$ cat src/rtl/dlx_pkg.sv
// Shared types and constants for the DLX multi-cycle control path.
// Stage-enable vectors are ordered {IF,ID,EX,MEM,WB} with IF in the MSB.
package dlx_pkg;

    typedef enum logic [2:0] {sIF, sID, sEX, sMEM, sWB, sHALT, sERR} ctrl_state_t;

    localparam int NUM_STATES = 7;
    localparam int EN_W       = 5;
    localparam int EN_IF      = 4;
    localparam int EN_ID      = 3;
    localparam int EN_EX      = 2;
    localparam int EN_MEM     = 1;
    localparam int EN_WB      = 0;

    // HALT and ERR map to an all-zero vector, so the datapath stays frozen there.
    function automatic logic [EN_W-1:0] stage_onehot(input ctrl_state_t s);
        logic [EN_W-1:0] v;
        v = '0;
        case (s)
            sIF:     v[EN_IF]  = 1'b1;
            sID:     v[EN_ID]  = 1'b1;
            sEX:     v[EN_EX]  = 1'b1;
            sMEM:    v[EN_MEM] = 1'b1;
            sWB:     v[EN_WB]  = 1'b1;
            default: v = '0;
        endcase
        return v;
    endfunction

endpackage

$ cat src/rtl/dlx_wdog.sv
// Wait watchdog: counts consecutive enabled cycles with ready low and
// flags expiry on the cycle that would make it TIMEOUT in a row.
module dlx_wdog #(
    parameter int TIMEOUT = 15,
    parameter int TO_W    = 4
) (
    input  logic clk,
    input  logic reset,
    input  logic en,
    input  logic ready,
    input  logic clr,
    output logic expire
);

    localparam logic [TO_W-1:0] LAST = TO_W'((TIMEOUT > 0) ? TIMEOUT - 1 : 0);

    logic [TO_W-1:0] wait_cnt;

    always_ff @(posedge clk) begin
        if (reset || clr) begin
            wait_cnt <= '0;
        end else if (en && !ready) begin
            wait_cnt <= wait_cnt + 1'b1;
        end
    end

    // A ready arriving in the final cycle suppresses expiry.
    assign expire = (TIMEOUT > 0) && en && !ready && (wait_cnt == LAST);

endmodule

$ cat src/rtl/dlx_mc_ctrl.sv
// Multi-cycle DLX sequencer: one-hot stage enables with ready handshakes,
// MEM/WB skipping, global stall, HALT, wait watchdog and retire counter.
module dlx_mc_ctrl
    import dlx_pkg::*;
#(
    parameter int TIMEOUT = 15,
    parameter int TO_W    = 4,
    parameter int ICNT_W  = 32
) (
    input  logic              clk,
    input  logic              reset,
    input  logic              stall,
    input  logic              if_ready,
    input  logic              ex_done,
    input  logic              mem_ready,
    input  logic              halt,
    input  logic              skip_mem,
    input  logic              skip_wb,
    output logic              IF,
    output logic              ID,
    output logic              EX,
    output logic              MEM,
    output logic              WB,
    output logic              instr_done,
    output logic [ICNT_W-1:0] retired_cnt,
    output logic              halted,
    output logic              timeout_err
);

    ctrl_state_t     state;
    ctrl_state_t     state_nx;
    logic            skip_mem_q;
    logic            skip_wb_q;
    logic            wait_state;
    logic            wait_ready;
    logic            expire;
    logic            done_nx;
    logic [EN_W-1:0] stage_en;

    always_comb begin
        wait_state = 1'b1;
        wait_ready = 1'b1;
        case (state)
            sIF:     wait_ready = if_ready;
            sEX:     wait_ready = ex_done;
            sMEM:    wait_ready = mem_ready;
            default: wait_state = 1'b0;
        endcase
    end

    always_comb begin
        state_nx = state;
        done_nx  = 1'b0;
        if (!stall) begin
            case (state)
                sIF: if (if_ready) state_nx = sID;
                sID: begin
                    if (halt) begin
                        state_nx = sHALT;
                        done_nx  = 1'b1;
                    end else begin
                        state_nx = sEX;
                    end
                end
                sEX: begin
                    if (ex_done) begin
                        if (!skip_mem_q) begin
                            state_nx = sMEM;
                        end else if (!skip_wb_q) begin
                            state_nx = sWB;
                        end else begin
                            state_nx = sIF;
                            done_nx  = 1'b1;
                        end
                    end
                end
                sMEM: begin
                    if (mem_ready) begin
                        if (skip_wb_q) begin
                            state_nx = sIF;
                            done_nx  = 1'b1;
                        end else begin
                            state_nx = sWB;
                        end
                    end
                end
                sWB: begin
                    state_nx = sIF;
                    done_nx  = 1'b1;
                end
                default: state_nx = state;
            endcase
            if (expire) state_nx = sERR;
        end
    end

    dlx_wdog #(
        .TIMEOUT(TIMEOUT),
        .TO_W   (TO_W)
    ) u_wdog (
        .clk   (clk),
        .reset (reset),
        .en    (wait_state && !stall),
        .ready (wait_ready),
        .clr   (state_nx != state),
        .expire(expire)
    );

    always_ff @(posedge clk) begin
        if (reset) begin
            state       <= sIF;
            skip_mem_q  <= 1'b0;
            skip_wb_q   <= 1'b0;
            retired_cnt <= '0;
        end else begin
            state <= state_nx;
            if (!stall && state == sID) begin
                skip_mem_q <= skip_mem;
                skip_wb_q  <= skip_wb;
            end
            if (done_nx) retired_cnt <= retired_cnt + 1'b1;
        end
    end

    assign stage_en                = stall ? '0 : stage_onehot(state);
    assign {IF, ID, EX, MEM, WB}   = stage_en;
    assign instr_done              = done_nx && !reset;
    assign halted                  = (state == sHALT);
    assign timeout_err             = (state == sERR);

endmodule

$ cat config.mk
export PLATFORM = sky130hd
export DESIGN_NAME = dlx_mc_ctrl
export DESIGN_NICKNAME = d
export VERILOG_FILES = /design/src/rtl/dlx_pkg.sv /design/src/rtl/dlx_wdog.sv /design/src/rtl/dlx_mc_ctrl.sv
export SDC_FILE = /design/constraint.sdc
export NUM_CORES = 1
export LEC_CHECK = 0
export CORE_MARGIN = 2
export CORE_UTILIZATION = 39
export CTS_CLUSTER_DIAMETER = 50
export DETAILED_ROUTE_END_ITERATION = 8
export DONT_BUFFER_PORTS = 1
export PLACE_DENSITY = 0.6
export SYNTH_ARGS = -nofsm -noshare
export SYNTH_HDL_FRONTEND = slang
export SYNTH_SLANG_ARGS = --single-unit
$ cat constraint.sdc
create_clock -name clk -period 2.4 [get_ports clk]
set_clock_uncertainty 0.1 [all_clocks]
set_input_delay 0.48 -clock clk [delete_from_list [all_inputs] [get_ports clk]]
set_output_delay 0.48 -clock clk [all_outputs]
set_load 0.03 [all_outputs]
==> flow_summary.ini, run 1 <==
[synth]
synthFlopType = dfxtp_1
yosys_warnings = 0
syn_nets = 270
synth_edf_count = 0
syn-cell-area_um2 = 2188
avgSynthCellArea_um2 = 8.482
synthCells = 258
ys_ff_latch = 41
yosysSeqAreaShare_pct = 37.51
synthArstFlopShare_pct = 0
synth.distinct_cells = 44

[floorplan]
core_um2 = 5473
die_y_um = 78.91
ios = 49
rows = 27
fp.dieW_um = 78.91
start_util_pct = 39.99
design.die.area_um2 = 6226

[clock_network]
cts-root-buf = clkbuf_8
clkSlewWorstSetupHoldPaths_ps = 80
cts.path.max_buffers = 2
cts_tree = built
cts.sinks = 41
cts_hold_buf = 0
clock_latency_ps = 290
htreeDepth = 2
cts_made_buffers = 5

[worst_setup_path]
slowest_stage = dfxtp_1
crit_path_cell_trace = a41oi_1 > a311oi_4 > nor2_2 > nor2_2 > buf_4
crit_fanout = 5
r2r_end = retired_cnt[17]
worstReg2RegStart = skip_mem_q
slowest_delay_ps = 410
arrival_ps = 1660
crit_top_cell = nor2_2
reg2reg_depth = 7
critPathCaptureType = primary output
worstPathBufferInverterCount = 1
cp_top_family = compound AO/OA/AOI/OAI gates
criticalPathCategory = flip-flop to primary output
cp.required_ps = 1820
r2r_slack_ps = 280
start_kind = flip-flop

[timing]
setup_viol = 0
fin_hold_ws_ps = 141.3
slew_violations = 0
finalHoldViolations = 0
fmax_mhz = 447.0
min_period_ps = 2237
relSlewSlack_pct = 70.94
rsz0062_at_grt = false
finalCritPeriodShare_pct = 93.21
worst_pin_slew_ps = 435.4
fin_ws_ps = 163.0

[routing]
drc = 0
ant_nets = 0
first_pass_iters = 6
viasPerCell = 5.455
route.vias.total = 1980
wl_per_cell_um = 14.06
drt-total-wl_um = 5104
drtIter0Drc = 92

[worst_hold_path]
holdPathStages = 1
hold_start = reset
hold_end = retired_cnt[25]
min_path_type = input pin to flip-flop

[power_and_ir_drop]
leakage_nw = 0.9801
vdd_drop_max_uv = 268.9
p_per_area_nw_per_um2 = 531.7
power_mw = 1.400

[final_layout]
fin_cells = 363
drive_above_1_share_pct = 19.93
fill_cells = 564
area_growth_pct = 20.35
seqCellArea_um2 = 823.3
finalNetCount = 302
utilization_pct = 48.13
multiInputGateArea_um2 = 1289
diodes = 0

[placement]
portBuffers = 0
dp_slack_ps = 288.1
placed_cells = 354
dp_hpwl_um = 3749
place_congestion = 0.8138

[global_route]
grt_usage_pct = 16.69
gr-total-overflow = 0
grt_pass1_vias = 1772
grt_pass1_wl_um = 8293
grt_max_degree = 39
grt_antenna_before_repair = 0

[flow_run]
max_cap_violations = 0

[status]
outcome = completed
==> what timing repair did <==
item	4_1_cts	5_1_grt
gates resized for setup	1	2
buffers inserted	0	1
setup endpoints to repair	1	1
pin swaps	1	1
==> state kept, by name, summed over array words and instances, names as in the netlist <==
name,cells
state,3
u_wdog.wait_cnt,4
skip_mem_q,1
skip_wb_q,1
retired_cnt,32
==> power by group <==
group	internal, mW	switching, mW	total [mW]
clock	0.339	0.241	0.581
sequential	0.690	0.0130	0.703
combinational	0.0506	0.0664	0.117
==> metal layers <==
layer	GRT usage, %	vias up	part of all wire, %
li1	-	1009	-
met1	20.94	910	47
met2	27.09	56	45
met3	4.773	5	6.7
met4	6.552	0	1.1
met5	0	-	0
==> final cells by class <==
class	instances	area share (%)
Inverter	4	0.5701
Tap cell	72	3.420
Clock inverter	1	1.140
Clock buffer	7	3.278
Multi-Input combinational cell	198	48.93
Timing Repair Buffer	40	11.40
Sequential cell	41	31.26
==> cell usage after synthesis (3+ instances only) <==
library cell,instances,area [um2]
dfxtp_1,41,820.8
nand3_1,8,40.04
a21oi_1,20,100.1
o21ai_0,13,65.06
buf_2,4,20.02
o2111ai_1,6,52.55
xor2_1,19,166.4
and2_1,3,18.77
nand2b_1,4,25.02
clkbuf_1,8,30.03
ha_1,3,37.54
nand4_1,5,31.28
or3_1,8,50.05
o211ai_1,6,45.04
o31ai_1,6,45.04
nor3_1,7,35.03
or4_1,6,45.04
and3_1,8,50.05
nor2_1,31,116.4
inv_1,4,15.01
nand2_1,14,52.55
mux2i_1,3,30.03
==> cells by family (layout without fill, tap and decap cells) <==
logic type               after synthesis  after routing  synth area share (%)
AO/OA/AOI/OAI                         66             66                 20.81
multiplexers                           3              3                 1.372
flip-flops                            41             41                 37.51
buffers and inverters                 19             52                 4.173
AND/OR/NAND/NOR                      106            106                 26.41
XOR/XNOR                              20             20                 8.005
adder cells (fa/ha/maj)                3              3                 1.715
==> worst max-delay path by stage <==
stage                          start               to  slack [ps]  cells past startpoint
after CTS                   state[1]       instr_done          40                      5
after floorplan                stall  retired_cnt[26]         -10                      6
after global placement       ex_done       instr_done         300                      5
final                     skip_mem_q       instr_done         160                      5
after global routing       skip_wb_q       instr_done          20                      5
after detailed placement     ex_done       instr_done         290                      5
==> per-stage QoR <==
step           area [um2]  setup TNS (ps)
3_5_place_dp         2505               0
4_1_cts              2623               0
2_1_floorplan        2198          -40.74
3_3_place_gp         2505               0
6_report             2634               0
5_1_grt              2634               0
==> layout by cell type (no fill, tap or decap), types with 2 or more instances in the layout <==
cell,synthesis,routed
a21o_1,2,2
a21oi_1,20,20
a311oi_1,2,2
and2_1,3,3
and3_1,8,8
and3b_1,2,2
and4_1,2,2
buf_4,0,40
clkbuf_8,0,6
dfxtp_1,41,39
dfxtp_2,0,2
ha_1,3,3
inv_1,4,4
mux2i_1,3,3
nand2_1,14,14
nand2b_1,4,4
nand3_1,8,8
nand4_1,5,5
nor2_1,31,28
nor2_2,0,3
nor2b_1,2,2
nor3_1,7,7
o2111ai_1,6,6
o211ai_1,6,6
o21a_1,2,2
o21ai_0,13,13
o31ai_1,6,6
o32a_1,2,2
or3_1,8,8
or4_1,6,6
xor2_1,19,19
Power figures use the tool's default switching activity.
==> inputs of run 2 (changes only) <==
--- a/config.mk
+++ b/config.mk
@@ -10,6 +10,7 @@
 export CTS_CLUSTER_DIAMETER = 50
 export DETAILED_ROUTE_END_ITERATION = 8
 export DONT_BUFFER_PORTS = 1
+export MAX_ROUTING_LAYER = met4
 export PLACE_DENSITY = 0.6
 export SYNTH_ARGS = -nofsm -noshare
 export SYNTH_HDL_FRONTEND = slang
==> flow_summary.ini, run 2 (synthesized netlist as in run 1, its figures left out) <==
[routing]
drc = 0
met2WireLength_um = 2289
drt-total-wl_um = 5101
wl_met3_um = 346
wl_met1_um = 2407
drtIter0Drc = 92
route.vias.total = 1985
viasPerCell = 5.468
wl_per_cell_um = 14.05
first_pass_iters = 6
maxUsedRoutingLayer = met4
ant_nets = 0

[worst_setup_path]
arrival_ps = 1650
crit_fanout = 5
worstPathBufferInverterCount = 1
criticalPathCategory = flip-flop to primary output
start_kind = flip-flop
cp_top_family = compound AO/OA/AOI/OAI gates
crit_path_cell_trace = a41oi_1 > a311oi_4 > nor2_2 > nor2_2 > buf_4
slowest_delay_ps = 410
slowest_stage = dfxtp_1
critPathCaptureType = primary output
cp.required_ps = 1820
crit_top_cell = nor2_2

[floorplan]
die_y_um = 78.91
core_um2 = 5473
rows = 27
start_util_pct = 39.99
fp.dieW_um = 78.91
design.die.area_um2 = 6226
ios = 49

[final_layout]
largest_reg_flops = 32
area_growth_pct = 20.35
top_register = retired_cnt
diodes = 0
mostFrequentLayoutCell = buf_4
largest_registers = retired_cnt (32), u_wdog.wait_cnt (4), state (3)
finalNetCount = 302
final_cell_mix = buf_4 (40), dfxtp_1 (39), nor2_1 (28), a21oi_1 (20), xor2_1 (19)
drive_above_1_share_pct = 19.93

[timing]
setup_viol = 0
fmax_mhz = 447.9
finalCritPeriodShare_pct = 93.02
slew_violations = 0
rsz0062_at_grt = false
finalHoldViolations = 0
worst_pin_slew_ps = 435.4
fin_ws_ps = 167.4
min_period_ps = 2233
relSlewSlack_pct = 70.94

[clock_network]
cts.sinks = 41
cts_hold_buf = 0
cts.path.max_buffers = 2
cts_tree = built
htreeDepth = 2
cts-root-buf = clkbuf_8
cts_made_buffers = 5
clkSlewWorstSetupHoldPaths_ps = 80
clock_latency_ps = 290

[placement]
dp_slack_ps = 288.1
dp_hpwl_um = 3749
portBuffers = 0
place_congestion = 0.8258

[global_route]
grt_pass1_vias = 1775
grt_usage_pct = 17.12
grt_antenna_before_repair = 0
grt_pass1_wl_um = 8286
grt_max_degree = 39
gr-total-overflow = 0

[power_and_ir_drop]
power_mw = 1.400
leakage_nw = 0.9801
p_per_area_nw_per_um2 = 531.5
vdd_drop_max_uv = 268.8

[status]
outcome = completed

[worst_hold_path]
min_path_type = input pin to flip-flop

[flow_run]
max_cap_violations = 0
-- run 2: cell counts in the layout (fill, tap and decap cells not counted) --
Identical to the previous run, type by type.
-- run 2: power breakdown --
part / leakage (nW) / switching [mW] / internal, mW
logic: 0.590 / 0.0664 / 0.0506
registers: 0.332 / 0.0130 / 0.690
clock network: 0.0585 / 0.241 / 0.339
total: 0.980 / 0.320 / 1.08
-- run 2: metrics by stage --
stage | util (%) | instance area (um2) | TNS, ps | hold slack [ps] | cells
final | 48.13 | 2634 | 0 | 141.2 | 363
after global placement | 45.77 | 2505 | 0 | 431.3 | 354
after floorplan | - | 2198 | -40.74 | 407.9 | 258
after global routing | 48.13 | 2634 | 0 | 133.3 | 363
after detailed placement | 45.77 | 2505 | 0 | 440.9 | 354
after CTS | 47.92 | 2623 | 0 | 140.9 | 362
-- run 2: final timing paths --
check | depth (start not counted) | slack, ps | startpoint | end
worst max register to register | 7 | 290 | skip_mem_q | retired_cnt[17]
worst min-delay path | 1 | 140 | reset | retired_cnt[25]
worst min register to register | 2 | 450 | u_wdog.wait_cnt[1] | u_wdog.wait_cnt[1]
worst max-delay path | 5 | 170 | skip_mem_q | instr_done
-- run 2: repair_timing --
action / 4_1_cts / 5_1_grt
gates cloned: 0 / 0
pin swaps: 1 / 1
resized for setup: 1 / 2
endpoints found under the hold margin: 0 / 0
buffers inserted: 0 / 1
setup endpoints to repair: 1 / 1
-- run 2: area by class of cell --
class,count,area (um2)
tap,72,90.09
fill,564,2839
clock inverter,1,30.03
sequential,41,823.3
inverter,4,15.01
timing repair buffer,40,300.3
multi-input combinational,198,1289
clock buffer,7,86.33
-- run 2: layer usage --
layer	global-route usage [%]	up-vias
met1	20.80	913
met3	4.773	5
met2	27.18	56
met4	6.552	0
met5	-	-
li1	-	1011
==> inputs of run 3 (changes only) <==
--- a/config.mk
+++ b/config.mk
@@ -5,6 +5,7 @@
 export SDC_FILE = /design/constraint.sdc
 export NUM_CORES = 1
 export LEC_CHECK = 0
+export CORE_ASPECT_RATIO = 1.25
 export CORE_MARGIN = 2
 export CORE_UTILIZATION = 39
 export CTS_CLUSTER_DIAMETER = 50
==> constraint.sdc (replaced) <==
create_clock -name clk -period 2.4 [get_ports clk]
set_clock_uncertainty 0.1 [all_clocks]
set_input_delay 0.72 -clock clk [delete_from_list [all_inputs] [get_ports clk]]
set_output_delay 0.72 -clock clk [all_outputs]
set_load 0.03 [all_outputs]
==> flow_summary.ini, run 3 (synthesized netlist as in run 1, its figures left out) <==
[status]
outcome = completed

[final_layout]
area_growth_pct = 24.64
largest_reg_flops = 32
largest_registers = retired_cnt (32), u_wdog.wait_cnt (4), state (3)
drive_above_1_share_pct = 23.49
finalNetCount = 309
diodes = 0
fill_cells = 513
top_register = retired_cnt
mostFrequentLayoutCell = buf_4
final_cell_mix = buf_4 (46), dfxtp_1 (38), nor2_1 (28), a21oi_1 (20), xor2_1 (19)
fin_cells = 362

[routing]
drc = 0
drtIter0Drc = 68
first_pass_iters = 4
route.vias.total = 2055
wl_per_cell_um = 15.41
viasPerCell = 5.677
ant_nets = 0
drt-total-wl_um = 5578

[global_route]
grt_max_degree = 39
grt_pass1_wl_um = 9149
grt_pass1_vias = 1952
gr-total-overflow = 0
grt_antenna_before_repair = 0
grt_usage_pct = 18.77

[worst_setup_path]
criticalPathCategory = input pin to primary output
critPathCaptureType = primary output
crit_start = stall
slowest_delay_ps = 280
start_kind = input pin
slowest_stage = a311oi_4
cp_top_family = simple AND/OR/NAND/NOR gates
worstReg2RegStart = state[1]
path_depth = 4
crit_top_cell = nor2_4
cp.required_ps = 1580
r2r_end = retired_cnt[26]
r2r_slack_ps = 220
crit_fanout = 8
critPathCapture = instr_done
worstPathBufferInverterCount = 0
arrival_ps = 1540
crit_path_cell_trace = or2_4 > a311oi_4 > nor2_4 > nor2_4
reg2reg_depth = 7

[floorplan]
core_um2 = 5443
die_y_um = 87.75
fp.dieW_um = 71
rows = 30
ios = 49
start_util_pct = 40.21
design.die.area_um2 = 6230

[timing]
min_period_ps = 2357
relSlewSlack_pct = 68.78
slew_violations = 0
fmax_mhz = 424.3
worst_pin_slew_ps = 467.6
finalHoldViolations = 0
setup_viol = 0
fin_ws_ps = 43.12
finalCritPeriodShare_pct = 98.20

[clock_network]
cts_made_buffers = 5
cts_tree = built
cts-root-buf = clkbuf_8
htreeDepth = 2
cts.path.max_buffers = 2
clock_latency_ps = 300
cts.sinks = 41
clkSlewWorstSetupHoldPaths_ps = 80

[power_and_ir_drop]
p_per_area_nw_per_um2 = 522.0
leakage_nw = 1.023
vdd_drop_max_uv = 248.7

[placement]
dp_hpwl_um = 4031
dp_slack_ps = -26.09
portBuffers = 0
placed_cells = 352
place_congestion = 0.8392

[flow_run]
max_cap_violations = 0

[worst_hold_path]
min_path_type = input pin to flip-flop
run 3: worst min-delay path by stage:
stage / from / endpoint / cells after the start / slack [ps]
floorplan: u_wdog.wait_cnt[1] / u_wdog.wait_cnt[1] / 2 / 410
global placement: u_wdog.wait_cnt[1] / u_wdog.wait_cnt[1] / 2 / 430
detailed placement: u_wdog.wait_cnt[1] / u_wdog.wait_cnt[1] / 2 / 440
CTS: reset / retired_cnt[24] / 1 / 370
global route: reset / retired_cnt[27] / 1 / 370
finish: reset / retired_cnt[24] / 1 / 390
run 3: layer usage:
layer | part of all wire, % | vias to the layer above | track usage [%] | wire length [um]
li1 | - | 1024 | - | -
met4 | 1.6 | 0 | 6.518 | 89
met1 | 43 | 980 | 20.56 | 2390
met2 | 51 | 43 | 32.46 | 2817
met5 | 0 | - | - | 0
met3 | 5.0 | 8 | 5.524 | 281
run 3: layout make-up:
type,count,area (um2),share of cell area (%)
Sequential cell,41,827.0,30.32
Tap cell,64,80.08,2.936
Multi-Input combinational cell,198,1333,48.85
Inverter,4,15.01,0.5505
Timing Repair Buffer,47,356.6,13.07
Clock inverter,1,30.03,1.101
Clock buffer,7,86.33,3.165
run 3: what timing repair did:
action / in CTS / in global routing
endpoints found under the setup margin: 2 / 1
gates resized for setup: 3 / 6
gates cloned: 0 / 0
pin swaps: 4 / 3
setup buffers: 2 / 0
hold buffers: 0 / 0
run 3: power by group:
part | internal, mW | switching [mW] | leakage, nW
Clock | 0.339 | 0.249 | 0.0585
Combinational | 0.0603 | 0.0709 | 0.632
Sequential | 0.689 | 0.0147 | 0.333
Total | 1.09 | 0.335 | 1.02
run 3: stage by stage:
stage               total power [mW]  instance area (um2)  TNS, ps  util (%)  hold WS, ps
floorplan                     0.8200                 2228    -3648         -        407.9
global placement              0.8393                 2557        0     46.99        429.4
detailed placement            0.8412                 2557   -74.84     46.99        436.0
CTS                            1.435                 2696        0     49.54        372.2
global route                   1.478                 2728   -11.53     50.11        365.7
finish                         1.424                 2728        0     50.11        386.6
